===== config.mk =====
export PLATFORM = sky130hd
export DESIGN_NAME = map_diff_scanner_flat
export DESIGN_NICKNAME = d
export VERILOG_FILES = /design/src/rtl/map_diff_scanner_pkg.sv /design/src/rtl/map_diff_scanner_if.sv /design/src/rtl/map_diff_scanner_frame_mem.sv /design/src/rtl/map_diff_scanner.sv /design/src/flat_wrapper.sv
export SDC_FILE = /design/constraint.sdc
export NUM_CORES = 1
export LEC_CHECK = 0
export CELL_PAD_IN_SITES_DETAIL_PLACEMENT = 2
export CELL_PAD_IN_SITES_GLOBAL_PLACEMENT = 2
export CORE_UTILIZATION = 25
export DETAILED_ROUTE_END_ITERATION = 12
export PLACE_DENSITY_LB_ADDON = 0.1
export SLEW_MARGIN = 5
export SYNTH_ARGS = -nofsm -noshare
export SYNTH_HDL_FRONTEND = slang
export SYNTH_SLANG_ARGS = --single-unit

===== constraint.sdc =====
create_clock -name clk -period 4.85 [get_ports clk]
set_clock_uncertainty 0.2 [all_clocks]
set_input_delay 0.485 -clock clk [delete_from_list [all_inputs] [get_ports clk]]
set_output_delay 0.485 -clock clk [all_outputs]
set_load 0.05 [all_outputs]

===== src/rtl/map_diff_scanner_pkg.sv =====
// -----------------------------------------------------------------------------
// map_pkg
// Shared types and constants for the map difference scanner.
//   GRID_W / GRID_H : playfield size in cells (16 columns x 12 rows)
//   obj_code_t      : 3-bit object code sent to the display engine
//   state_t         : scanner FSM states
//   encode_obj()    : priority encoder head > body > apple > border > empty
// -----------------------------------------------------------------------------
package map_pkg;

   localparam int GRID_W = 16;
   localparam int GRID_H = 12;

   typedef enum logic [2:0] {
      EMPTY  = 3'b000,
      HEAD   = 3'b001,
      BODY   = 3'b010,
      APPLE  = 3'b011,
      BORDER = 3'b100
   } obj_code_t;

   typedef enum logic [1:0] {
      INIT   = 2'b00,
      SCAN   = 2'b01,
      UPDATE = 2'b10,
      WAIT   = 2'b11
   } state_t;

   // Several flags may be set for one cell; the highest-priority one wins,
   // so codes 101..111 can never be produced.
   function automatic obj_code_t encode_obj(
      input logic head_in,
      input logic body_in,
      input logic apple_in,
      input logic border_in
   );
      obj_code_t code_v;
      if (head_in) begin
         code_v = HEAD;
      end else if (body_in) begin
         code_v = BODY;
      end else if (apple_in) begin
         code_v = APPLE;
      end else if (border_in) begin
         code_v = BORDER;
      end else begin
         code_v = EMPTY;
      end
      return code_v;
   endfunction

endpackage


===== src/rtl/map_diff_scanner_if.sv =====
// -----------------------------------------------------------------------------
// map_diff_scanner_if
// Bundles every non-clock/reset signal of the scanner.
//   master : the scanner itself (drives scan position, draw request, status)
//   slave  : game logic + display engine side (answers cell contents,
//            acknowledges draws, supplies mode button / game-over flag)
// Signals:
//   snakeHead/snakeBody/apple/border : contents of cell (x,y), combinational
//   mode_pb, GameOver                : restart sources (level, edge-detected)
//   cmd_done                         : one-cycle init/draw finished pulse
//   x, y, obj_code                   : scan position and latched draw code
//   diff, enable_loop, en_update     : compare result, scanning, draw request
//   init_cycle, sync_reset           : waiting for display init, restart pulse
// -----------------------------------------------------------------------------
interface map_diff_scanner_if;

   logic       snakeHead;
   logic       snakeBody;
   logic       apple;
   logic       border;
   logic       mode_pb;
   logic       GameOver;
   logic       cmd_done;

   logic [3:0] x;
   logic [3:0] y;
   logic [2:0] obj_code;
   logic       diff;
   logic       enable_loop;
   logic       en_update;
   logic       init_cycle;
   logic       sync_reset;

   modport master (
      input  snakeHead, snakeBody, apple, border, mode_pb, GameOver, cmd_done,
      output x, y, obj_code, diff, enable_loop, en_update, init_cycle, sync_reset
   );

   modport slave (
      output snakeHead, snakeBody, apple, border, mode_pb, GameOver, cmd_done,
      input  x, y, obj_code, diff, enable_loop, en_update, init_cycle, sync_reset
   );

endinterface


===== src/rtl/map_diff_scanner_frame_mem.sv =====
// -----------------------------------------------------------------------------
// map_frame_mem
// Copy of the frame last sent to the display: GRID_W x GRID_H cells of 3 bits,
// indexed [x][y].
//   clk     : system clock
//   clr     : synchronous clear of every cell to 000 (wins over a write)
//   we      : synchronous write enable
//   wr_x/y  : write address, wr_data : code to store
//   rd_x/y  : read address, rd_data : combinational read data
// -----------------------------------------------------------------------------
module map_frame_mem
   import map_pkg::*;
(
   input  logic       clk,
   input  logic       clr,
   input  logic       we,
   input  logic [3:0] wr_x,
   input  logic [3:0] wr_y,
   input  logic [2:0] wr_data,
   input  logic [3:0] rd_x,
   input  logic [3:0] rd_y,
   output logic [2:0] rd_data
);

   logic [2:0] mem_r [GRID_W][GRID_H];

   // Combinational read so the compare happens in the same cycle the cell is presented.
   assign rd_data = mem_r[rd_x][rd_y];

   // Write port with whole-array clear for reset and game restart.
   always_ff @(posedge clk) begin
      if (clr) begin
         for (int ix = 0; ix < GRID_W; ix++) begin
            for (int iy = 0; iy < GRID_H; iy++) begin
               mem_r[ix][iy] <= 3'b000;
            end
         end
      end else if (we) begin
         mem_r[wr_x][wr_y] <= wr_data;
      end else begin
         mem_r[wr_x][wr_y] <= mem_r[wr_x][wr_y];
      end
   end

endmodule


===== src/rtl/map_diff_scanner.sv =====
// -----------------------------------------------------------------------------
// map_diff_scanner
// Raster-scans the 16x12 grid, encodes each cell and compares it with the
// frame last sent to the display. A changed cell stalls the scan, raises one
// draw request and waits for the display engine to acknowledge it.
// Ports:
//   clk  : system clock
//   nrst : synchronous, active-high reset (name kept from the game codebase)
//   bus  : map_diff_scanner_if.master, see the interface for signal list
// -----------------------------------------------------------------------------
module map_diff_scanner
   import map_pkg::*;
(
   input  logic               clk,
   input  logic               nrst,
   map_diff_scanner_if.master bus
);

   localparam logic [3:0] X_LAST = 4'(GRID_W - 1);
   localparam logic [3:0] Y_LAST = 4'(GRID_H - 1);

   state_t     state_r;
   logic [3:0] x_r;
   logic [3:0] y_r;
   obj_code_t  obj_code_r;
   logic       en_update_r;
   logic       enable_loop_r;
   logic       init_cycle_r;
   logic       sync_reset_r;
   logic       mode_pb_r;
   logic       game_over_r;

   obj_code_t  enc_s;
   logic [2:0] mem_rd_s;
   logic       diff_s;
   logic       restart_s;
   logic       mem_clr_s;
   logic       mem_we_s;
   logic [3:0] x_nxt_s;
   logic [3:0] y_nxt_s;

   // Encode the cell the game logic reports for the presented (x,y).
   always_comb begin
      enc_s = encode_obj(bus.snakeHead, bus.snakeBody, bus.apple, bus.border);
   end

   // Difference against the stored frame; only meaningful while scanning.
   always_comb begin
      diff_s = 1'b0;
      if (state_r == SCAN) begin
         diff_s = (3'(enc_s) != mem_rd_s);
      end else begin
         diff_s = 1'b0;
      end
   end

   // Rising edge on either source; simultaneous edges collapse into one restart.
   always_comb begin
      restart_s = (bus.mode_pb & ~mode_pb_r) | (bus.GameOver & ~game_over_r);
      mem_clr_s = nrst | restart_s;
      mem_we_s  = diff_s;
   end

   // Next raster position: x fastest, wrap (15,11) back to (0,0).
   always_comb begin
      x_nxt_s = x_r + 4'd1;
      y_nxt_s = y_r;
      if (x_r == X_LAST) begin
         x_nxt_s = 4'd0;
         if (y_r == Y_LAST) begin
            y_nxt_s = 4'd0;
         end else begin
            y_nxt_s = y_r + 4'd1;
         end
      end else begin
         x_nxt_s = x_r + 4'd1;
         y_nxt_s = y_r;
      end
   end

   // Previous-cycle copies for edge detection. They track the inputs even in
   // reset so a button held through reset is not seen as a fresh restart.
   always_ff @(posedge clk) begin
      mode_pb_r   <= bus.mode_pb;
      game_over_r <= bus.GameOver;
   end

   // Scanner FSM with registered status outputs.
   always_ff @(posedge clk) begin
      if (nrst) begin
         state_r       <= INIT;
         x_r           <= 4'd0;
         y_r           <= 4'd0;
         obj_code_r    <= EMPTY;
         en_update_r   <= 1'b0;
         enable_loop_r <= 1'b0;
         init_cycle_r  <= 1'b1;
         sync_reset_r  <= 1'b0;
      end else if (restart_s) begin
         // Restart overrides any state, including an outstanding draw.
         state_r       <= INIT;
         x_r           <= 4'd0;
         y_r           <= 4'd0;
         obj_code_r    <= EMPTY;
         en_update_r   <= 1'b0;
         enable_loop_r <= 1'b0;
         init_cycle_r  <= 1'b1;
         sync_reset_r  <= 1'b1;
      end else begin
         sync_reset_r <= 1'b0;
         case (state_r)
            INIT: begin
               if (bus.cmd_done) begin
                  state_r       <= SCAN;
                  x_r           <= 4'd0;
                  y_r           <= 4'd0;
                  init_cycle_r  <= 1'b0;
                  enable_loop_r <= 1'b1;
               end else begin
                  state_r       <= INIT;
                  init_cycle_r  <= 1'b1;
                  enable_loop_r <= 1'b0;
               end
            end
            SCAN: begin
               // cmd_done is deliberately not looked at here.
               if (diff_s) begin
                  state_r       <= UPDATE;
                  obj_code_r    <= enc_s;
                  en_update_r   <= 1'b1;
                  enable_loop_r <= 1'b0;
               end else begin
                  x_r <= x_nxt_s;
                  y_r <= y_nxt_s;
               end
            end
            UPDATE: begin
               state_r     <= WAIT;
               en_update_r <= 1'b0;
            end
            WAIT: begin
               if (bus.cmd_done) begin
                  state_r       <= SCAN;
                  x_r           <= x_nxt_s;
                  y_r           <= y_nxt_s;
                  enable_loop_r <= 1'b1;
               end else begin
                  state_r <= WAIT;
               end
            end
            default: begin
               state_r       <= INIT;
               x_r           <= 4'd0;
               y_r           <= 4'd0;
               obj_code_r    <= EMPTY;
               en_update_r   <= 1'b0;
               enable_loop_r <= 1'b0;
               init_cycle_r  <= 1'b1;
            end
         endcase
      end
   end

   map_frame_mem u_frame_mem (
      .clk     (clk),
      .clr     (mem_clr_s),
      .we      (mem_we_s),
      .wr_x    (x_r),
      .wr_y    (y_r),
      .wr_data (3'(enc_s)),
      .rd_x    (x_r),
      .rd_y    (y_r),
      .rd_data (mem_rd_s)
   );

   assign bus.x           = x_r;
   assign bus.y           = y_r;
   assign bus.obj_code    = 3'(obj_code_r);
   assign bus.diff        = diff_s;
   assign bus.enable_loop = enable_loop_r;
   assign bus.en_update   = en_update_r;
   assign bus.init_cycle  = init_cycle_r;
   assign bus.sync_reset  = sync_reset_r;

endmodule


===== src/flat_wrapper.sv =====
// flat-port wrapper written by rule: the top's interface ports become plain ports
module map_diff_scanner_flat import map_pkg::*;
  (clk, nrst, bus_snakeHead, bus_snakeBody, bus_apple, bus_border, bus_mode_pb, bus_GameOver, bus_cmd_done, bus_x, bus_y, bus_obj_code, bus_diff, bus_enable_loop, bus_en_update, bus_init_cycle, bus_sync_reset);
  map_diff_scanner_if bus_i ();
  input  logic clk;
  input  logic nrst;
  input wire logic [$bits(bus_i.snakeHead)-1:0] bus_snakeHead;
  input wire logic [$bits(bus_i.snakeBody)-1:0] bus_snakeBody;
  input wire logic [$bits(bus_i.apple)-1:0] bus_apple;
  input wire logic [$bits(bus_i.border)-1:0] bus_border;
  input wire logic [$bits(bus_i.mode_pb)-1:0] bus_mode_pb;
  input wire logic [$bits(bus_i.GameOver)-1:0] bus_GameOver;
  input wire logic [$bits(bus_i.cmd_done)-1:0] bus_cmd_done;
  output wire logic [$bits(bus_i.x)-1:0] bus_x;
  output wire logic [$bits(bus_i.y)-1:0] bus_y;
  output wire logic [$bits(bus_i.obj_code)-1:0] bus_obj_code;
  output wire logic [$bits(bus_i.diff)-1:0] bus_diff;
  output wire logic [$bits(bus_i.enable_loop)-1:0] bus_enable_loop;
  output wire logic [$bits(bus_i.en_update)-1:0] bus_en_update;
  output wire logic [$bits(bus_i.init_cycle)-1:0] bus_init_cycle;
  output wire logic [$bits(bus_i.sync_reset)-1:0] bus_sync_reset;
  assign bus_i.snakeHead = bus_snakeHead;
  assign bus_i.snakeBody = bus_snakeBody;
  assign bus_i.apple = bus_apple;
  assign bus_i.border = bus_border;
  assign bus_i.mode_pb = bus_mode_pb;
  assign bus_i.GameOver = bus_GameOver;
  assign bus_i.cmd_done = bus_cmd_done;
  assign bus_x = bus_i.x;
  assign bus_y = bus_i.y;
  assign bus_obj_code = bus_i.obj_code;
  assign bus_diff = bus_i.diff;
  assign bus_enable_loop = bus_i.enable_loop;
  assign bus_en_update = bus_i.en_update;
  assign bus_init_cycle = bus_i.init_cycle;
  assign bus_sync_reset = bus_i.sync_reset;
  map_diff_scanner u_core (.clk(clk), .nrst(nrst), .bus(bus_i));
endmodule

# Word level (Yosys, flattened, before mapping)
# Memories as Yosys holds them, arrays and structs flattened. A register that Yosys moved wholly into a read port is not among the register bits.
# Index checks and enable logic that the tools add are counted.
classes:
  add_sub_neg: 2
  n_mul: 0
  div_mod_pow: 0
  magnitude_cmp: 2
  n_eq_ne: 10
  n_shift: 0
  n_mux: 81
  bitwise: 43
  reduce_logical: 10
op_table:
  columns: ["op", "count"]
  rows:
  - ["36-bit two-way mux", 4]
  - ["1-bit two-way mux", 50]
  - ["4-bit two-way mux", 11]
  - ["1-bit OR", 38]
  - ["36-bit OR reduction", 1]
  - ["4-bit case mux with 3 select lines", 2]
  - ["3-bit two-way mux", 7]
  - ["3-bit binary-select mux with 4-bit select", 1]
  - ["3-bit demux with 4-bit select", 1]
  - ["4-bit by 1-bit adder with 4-bit output (second input constant)", 2]
  - ["4-bit equality test (second input constant)", 2]
  - ["2-bit inequality test (second input constant)", 4]
  - ["2-bit case mux with 4 select lines", 1]
  - ["5-bit >= comparator (second input constant)", 1]
  - ["5-bit by 1-bit < comparator with 1-bit output (second input constant)", 1]
  - ["4-bit NOT with 5-bit output", 1]
  - ["2-bit equality test (second input constant)", 2]
  - ["2-bit two-way mux", 2]
  - ["2-bit AND reduction", 2]
  - ["4-bit AND reduction", 1]
  - ["3-bit inequality test", 1]
  - ["1-bit case mux with 3 select lines", 1]
  - ["3-bit AND reduction", 1]
  - ["3-bit nonzero test", 1]
  - ["8 further kinds", 10]
word_totals:
  register_bits: 19
  latchBits: 0
  ramBits: 576
  mem_bits_ro: 0
  in_bits: 9
  output_inout_bits: 16
  wordCells: 159
  mem_count: 1
memory_table:
  columns: ["memory", "depth", "width", "read_ports", "rd_clocked_by_memory_dff", "wr", "line", "source"]
  rows:
  - ["u_core.u_frame_mem.mem_r", 16, 36, 1, 1, 16, "map_diff_scanner_frame_mem.sv:25", "logic [2:0] mem_r [GRID_W][GRID_H];"]

# Longest topological paths before layout
# Gate-level depths: netlist (run 1).
logic_depth:
  depth_word: 12
  ltp_mapped: 19
  ltp_nobuf: 11

# Modules after synthesis
# From an unflattened synthesis (run 1), not the netlist that was laid out.
hier_totals:
  cells_unflattened: 2715
  area_unflattened_um2: 33671.0
by_module_without_submodules:
  columns: ["module", "n_inst", "cells_each", "area_per_inst_um2", "seq_area_each_um2"]
  rows:
  - ["map_frame_mem", 1, 2570, 32516.2, 17296.6]
  - ["map_diff_scanner", 1, 145, 1154.9, 380.4]

# Worst setup path after synthesis (run 1)
# OpenSTA, ideal clock, no wires.
synth_timing:
  path_kind: "reg2reg"
  startpoint: "register with a tool-made name"
  endpoint: "memory u_core.u_frame_mem.mem_r[11][33] in the netlist's numbering, data pin"
  setup_ns: 0.272
  arrival_ns: 3.726
  t_required_ns: 4.378
  setup_slack_ns: 0.652
  path_stages_with_launch: 17
  path_buffers: 6
  period_less_slack_ns: 4.198
  path_cell_list: "dfxtp_1 -> buf_4 -> buf_6 -> buf_2 -> buf_2 -> mux4_2 -> mux4_2 -> nand4_1 -> nand2_1 -> a211oi_1 -> o211ai_1 -> xor2_1 -> o31ai_4 -> buf_6 -> a41oi_2 -> clkbuf_1 -> nor4_1"
synth_rtl:
  columns: ["element", "line"]
  rows:
  - ["end, declared", "map_diff_scanner_frame_mem.sv:25"]

==> results of run 1 <==
## where the power goes
group | internal (mW) | switching (mW) | total (mW) | leakage [nW]
sequential | 5.94 | 0.0909 | 6.03 | 6.52
clock | 3.37 | 2.37 | 5.74 | 1.20
combinational | 0.485 | 0.931 | 1.42 | 3.65
total | 9.80 | 3.39 | 13.2 | 11.4
## state kept, by name, indices dropped and copies added (netlist names), named ones only
name / flops
u_core.mode_pb_r: 1
u_core.bus.obj_code: 3
u_core.state_r: 2
u_core.u_frame_mem.mem_r: 576
u_core.bus.en_update: 1
u_core.bus.sync_reset: 1
u_core.game_over_r: 1
u_core.bus.enable_loop: 1
u_core.bus.y: 4
u_core.bus.init_cycle: 1
u_core.bus.x: 4
## metal layers
| metal | wire length [µm] | vias up |
|---|---|---|
| met5 | 19 | - |
| met4 | 2990 | 2 |
| met3 | 5310 | 148 |
| met2 | 59600 | 470 |
| met1 | 56100 | 11675 |
| li1 | - | 9648 |
## critical path, cell delays in order (launching register included)
cell and delay, ns:
dfxtp_4 0.46, buf_12 0.14, buf_12 0.16, mux4_2 0.54, mux4_2 0.58, nand3_1 0.14, nand2_1 0.07, a211oi_2 0.20
o211ai_1 0.19, xor2_2 0.21, o31ai_4 0.31, inv_2 0.08, buf_12 0.16, buf_6 0.17
## cells in the final DEF, fill, tap and decap left out, types with 5 or more instances in the layout
cell	Yosys	layout
bufinv_16	0	5
o21ai_1	8	8
and2_1	15	15
edfxtp_1	576	576
clkinv_1	1	18
o21ai_0	178	177
and3_1	7	7
buf_4	18	190
o211ai_1	5	5
nand2_2	0	12
a21oi_1	27	25
ha_1	8	8
nor2b_1	15	15
o21ai_2	16	17
nor2_1	20	18
a211oi_1	386	385
mux4_2	99	99
clkinv_2	0	9
nand3_2	0	15
nor3_1	33	33
nand2b_1	7	7
clkinvlp_4	0	5
dfxtp_1	23	19
nand2_1	92	78
buf_12	0	85
clkdlybuf4s50_1	0	23
clkbuf_1	218	15
a31oi_1	9	7
nor4_1	167	167
nand4_1	9	9
inv_1	8	8
mux2_2	8	8
mux2i_1	113	109
clkbuf_16	0	82
a41oi_2	10	10
nand3_1	52	37
a22o_1	6	6
a22oi_1	47	47
## repair_timing
item | in CTS | in global routing
endpoints found under the setup margin | 222 | 3
setup buffers | 14 | 0
pin swaps | 2 | 2
cloned | 1 | 0
hold endpoints to repair | 0 | 0
gates resized for setup | 24 | 6
## final cells by class
class                   count  area (µm²)  share of cell area
flip-flops and latches    599       17800               0.480
well taps                1612        2020              0.0545
clock buffers              99        2140              0.0577
multi-input cells        1379       11200               0.301
repair buffers            308        3550              0.0959
clock inverters            40         339             0.00916
inverters                  10        37.5             0.00101
## per-stage QoR
step           cell area (µm²)  TNS (ns)  hold WS (ns)  total power, mW
2_1_floorplan            30300         0         0.313             6.79
3_3_place_gp             34200    -0.262         0.248             7.51
3_5_place_dp             34200     -1.70         0.254             7.55
4_1_cts                  37000  -0.00726        0.0636             13.4
5_1_grt                  37000   -0.0730         0.116             13.6
6_report                 37000         0         0.121             13.2
## logic make-up (layout without fill, tap and decap cells)
group                    Yosys count  after routing  synth area share
multiplexers                     220            220             0.114
XOR/XNOR                           3              3           0.00112
buffers and inverters            360            457            0.0533
AO/OA/AOI/OAI                    720            720             0.166
flip-flops                       599            599             0.586
adder cells (fa/ha/maj)            8              8           0.00331
AND/OR/NAND/NOR                  428            428            0.0762
## path summary, 6_finish.rpt
kind | startpoint | endpoint | slack, ns | cells past startpoint
max | register | bus_diff | 0.06 | 13
min reg2reg | u_core.bus.obj_code[0] | u_core.bus.obj_code[0] | 0.26 | 2
max reg2reg | register | u_core.u_frame_mem.mem_r[3][9] | 0.16 | 15
min | bus_GameOver | u_core.game_over_r | 0.12 | 1
==> results.ini, run 1 <==
[sta]
max_slew_margin=0.231
finalSetupViolations=0
hold_violations=0
max_clock_freq_ghz=0.209
period_minus_slack_ns=4.79
rsz0062_at_grt=yes
tightest_slew_ns=1.15
final_max_slew_viol_count=0
timing.final.crit_share=0.989
finalWorstSetupSlack_ns=0.0556

[global_routing]
overflow=0
antenna_found_initial=5
grt_max_degree=135
busiest_layer=met2
grt_pass1_wl_um=178000
met3_usage=0.0313
use_met1=0.271
grt_pass1_vias=23924
grt_usage=0.203
grt_util_met2=0.338

[layout]
drive_above_1_share=0.239
n_fill_cell=12476
diodes=0
utilization=0.308
nets=2393
area_delta_synth_final_pct=22.2
fin_cells=4047

[cts]
cts_made_buffers=78
htree_levels=3
clk_latency_ns=0.65
clockBufferDepth=3
cts-root-buf=clkbuf_16
cts_tree=built
cts.sinks=599
holdBufCountCts=0
clkSlewWorstSetupHoldPaths_ns=0.06

[die]
start_util=0.252
num_rows=127
die_area_um2=123000
dieWidth_um=350
core_area_um2=120000
ios=25
dieHeight_um=350

[routing]
drtIter0Drc=1546
drt-total-wl_um=124000
drc=0
viasPerCell=5.42
vias=21943
wl_per_cell_um=30.6
first_pass_iters=5
ant_nets=0

[worst_hold_path]
min_path_type=primary input to register

[placement]
numPortBuffers=24
dpl.cell_count=3893
pre_cts_ws_ns=-0.158
place.gp.congestion=0.782
hpwl_um=81600

[synth]
synth.top_cell.area_share=0.571
syn_nets=2355
synth_edf_count=576
syn_area_per_cell_um2=13.0
syn_area_um2=30300
synth.top_cells.by_area=edfxtp_1 (57%), a211oi_1 (9.6%), mux4_2 (7.4%)
netlist_instances=2338
ys_types=63
synth_async_sr_flop_share=0
synth_common_cells=edfxtp_1 (576), a211oi_1 (386), clkbuf_1 (218), o21ai_0 (178), nor4_1 (167)
ys_seq_elements=599
yosys.area.top_type=edfxtp_1
yosys.cell_count.top_type=edfxtp_1
synthFlopType=edfxtp_1
yosysSeqAreaShare=0.586
yosysWarnings=0

[critical_path]
cp_max_fo=10
crit_arrival_ns=4.11
crit_type=register to primary output
cp-start-kind=register
end_kind=primary output
worst_ep_required_time_ns=4.16

[outcome]
status=completed

[power]
peakVddDrop_mv=0.196
p_leak_nw=11.4
power_per_cell_area_nw_per_um2=356

[run]
maxCapViolCount=0

Note: power is estimated with default switching activity, not from simulation.
==> run 2: changes to the inputs <==
Settings changed: SLEW_MARGIN 5 to not set.
Clock period 4.85 ns to 5.2 ns, I/O delays scaled along.
==> results.ini, run 2 (synthesis results as in run 1) <==
[cts]
holdBufCountCts=0  ; unchanged
cts-root-buf=clkbuf_16  ; unchanged
cts_tree=built  ; unchanged
clockBufferDepth=3  ; unchanged
clkSlewWorstSetupHoldPaths_ns=0.05  ; was 0.06 ns
clk_latency_ns=0.66  ; was 0.65 ns
cts_made_buffers=77  ; was 78
htree_levels=3  ; unchanged
cts.sinks=599  ; unchanged

[critical_path]
crit_type=register to primary output  ; unchanged
cp_top_family=multiplexers  ; unchanged
crit_arrival_ns=4.31  ; was 4.11 ns
cp_slowest_stage_delay_ns=0.55  ; was 0.58 ns
path_depth=12  ; was 13
r2r_cells=13  ; was 15
worst_ep_required_time_ns=4.48  ; was 4.16 ns
setup.worst_path.end=bus_diff  ; unchanged
end_kind=primary output  ; unchanged
cp-start-kind=register  ; unchanged
r2r_slack_ns=0.30  ; was 0.16 ns
crit_chain=buf_4 -> mux4_2 -> mux4_2 -> o211a_1 -> o21ai_1 -> nand3_1 -> or4_4 -> xor2_4 -> o31ai_4 -> inv_2 -> buf_12 -> buf_4  ; was buf_12 -> buf_12 -> mux4_2 -> mux4_2 -> nand3_1 -> nand2_1 -> a211oi_2 -> o211ai_1 -> xor2_2 -> o31ai_4 -> inv_2 -> buf_12 -> buf_6
critPathSlowestCell=mux4_2  ; unchanged
cp_max_fo=10  ; unchanged
crit_buf_inv=4  ; was 5

[die]
dieHeight_um=350  ; unchanged
ios=25  ; unchanged
num_rows=127  ; unchanged
dieWidth_um=350  ; unchanged
die_area_um2=123000  ; unchanged
start_util=0.252  ; unchanged
core_area_um2=120000  ; unchanged

[global_routing]
grt_max_degree=67  ; was 135
overflow=0  ; unchanged
antenna_found_initial=5  ; unchanged
grt_usage=0.205  ; was 0.203
grt_pass1_vias=23820  ; was 23,924
grt_pass1_wl_um=181000  ; was 178,000 µm

[sta]
tightest_slew_ns=0.905  ; was 1.15 ns
hold_violations=0  ; unchanged
period_minus_slack_ns=5.03
finalSetupViolations=0  ; unchanged
timing.final.crit_share=0.967
final_max_slew_viol_count=0  ; unchanged
rsz0062_at_grt=no  ; was yes
max_clock_freq_ghz=0.199
finalWorstSetupSlack_ns=0.170  ; was 0.0556 ns
max_slew_margin=0.395  ; was 0.231

[routing]
drt-total-wl_um=125000  ; was 124,000 µm
vias=21939  ; was 21,943
first_pass_iters=5  ; unchanged
ant_nets=0  ; unchanged
drc=0  ; unchanged
viasPerCell=5.49  ; was 5.42
wl_per_cell_um=31.3  ; was 30.6 µm
drtIter0Drc=1416  ; was 1,546

[placement]
hpwl_um=81300  ; was 81,600 µm
dpl.cell_count=3840  ; was 3,893
numPortBuffers=24  ; unchanged
place.gp.congestion=0.764  ; was 0.782
pre_cts_ws_ns=-0.237  ; was -0.158 ns

[power]
peakVddDrop_mv=0.203  ; was 0.196 mV
fin_total_pwr_mw=12.1  ; was 13.2 mW
p_leak_nw=11.0  ; was 11.4 nW
power_per_cell_area_nw_per_um2=334  ; was 356 nW/µm²

[layout]
final_cell_mix=edfxtp_1 (576), a211oi_1 (385), o21ai_0 (176)  ; was edfxtp_1 (576), a211oi_1 (385), buf_4 (190)
utilization=0.301  ; was 0.308
final_common_cell=edfxtp_1  ; unchanged
largest_register=u_core.u_frame_mem.mem_r  ; unchanged
drive_above_1_share=0.219  ; was 0.239
n_fill_cell=12482  ; was 12,476
largest_reg_flops=576  ; unchanged
nets=2338  ; was 2,393
area_delta_synth_final_pct=19.4  ; was 22.2%
fin_cells=3997  ; was 4,047

[outcome]
status=completed  ; unchanged

[worst_hold_path]
min_path_type=primary input to register  ; unchanged

[run]
maxCapViolCount=0  ; unchanged

[run 2: worst min-delay path by stage]
stage	startpoint	slack [ns]	to	cells past startpoint
2_1_floorplan	u_core.game_over_r	0.32	u_core.bus.sync_reset	2
3_3_place_gp	u_core.bus.obj_code[1]	0.25	u_core.bus.obj_code[1]	2
3_5_place_dp	u_core.bus.obj_code[0]	0.26	u_core.bus.obj_code[0]	2
4_1_cts	bus_mode_pb	0.12	u_core.mode_pb_r	1
5_1_grt	bus_mode_pb	0.14	u_core.mode_pb_r	1
6_report	bus_mode_pb	0.16	u_core.mode_pb_r	1
[run 2: worst reg2reg max path, stage by stage (launching register included)]
cell     delay (ns)
dfxtp_4        0.41
buf_4          0.23
mux4_2         0.54
mux4_2         0.55
o211a_1        0.23
o21ai_1        0.19
nand3_1        0.12
or4_4          0.47
xor2_4         0.21
buf_4          0.20
o41ai_1        0.36
buf_4          0.20
nand4_1        0.09
a21oi_1        0.70
[run 2: routing by layer]
metal  global-route usage  vias up  routed length (µm)
met5                    0        -                  13
met4               0.0547        2                2630
met3               0.0239      129                3910
met2                0.339      388               60100
met1                0.283    11871               58600
li1                     -     9549                   -
[run 2: stage by stage]
stage               hold slack, ns  setup TNS, ns  cell area [µm²]
finish                       0.163              0            36200
global route                 0.141              0            36200
floorplan                    0.323              0            30300
global placement             0.248         -43.74            33600
CTS                          0.119              0            36100
detailed placement           0.255         -11.15            33600
[run 2: what timing repair did]
item / 4_1_cts / 5_1_grt
endpoints found under the setup margin: 318 / 1
pin swaps: 2 / 1
buffers inserted: 12 / 1
cloned: 1 / 0
gates resized for setup: 13 / 4
hold endpoints to repair: 0 / 0
[run 2: final cells by class]
class                      count  area (µm²)  area share
sequential                   599       17800       0.491
multi-input combinational   1379       11100       0.308
timing repair buffer         254        2840      0.0786
inverter                      10        37.5     0.00104
antenna                        3        7.51    0.000208
clock inverter                34         254     0.00702
clock buffer                 106        2110      0.0583
tap                         1612        2020      0.0558
[run 2: where the power goes]
part | internal [mW] | leakage, nW | switching (mW) | total (mW)
Sequential | 5.54 | 6.52 | 0.0863 | 5.63
Combinational | 0.387 | 3.28 | 0.850 | 1.24
Clock | 2.98 | 1.16 | 2.22 | 5.20
Total | 8.91 | 11.0 | 3.15 | 12.1
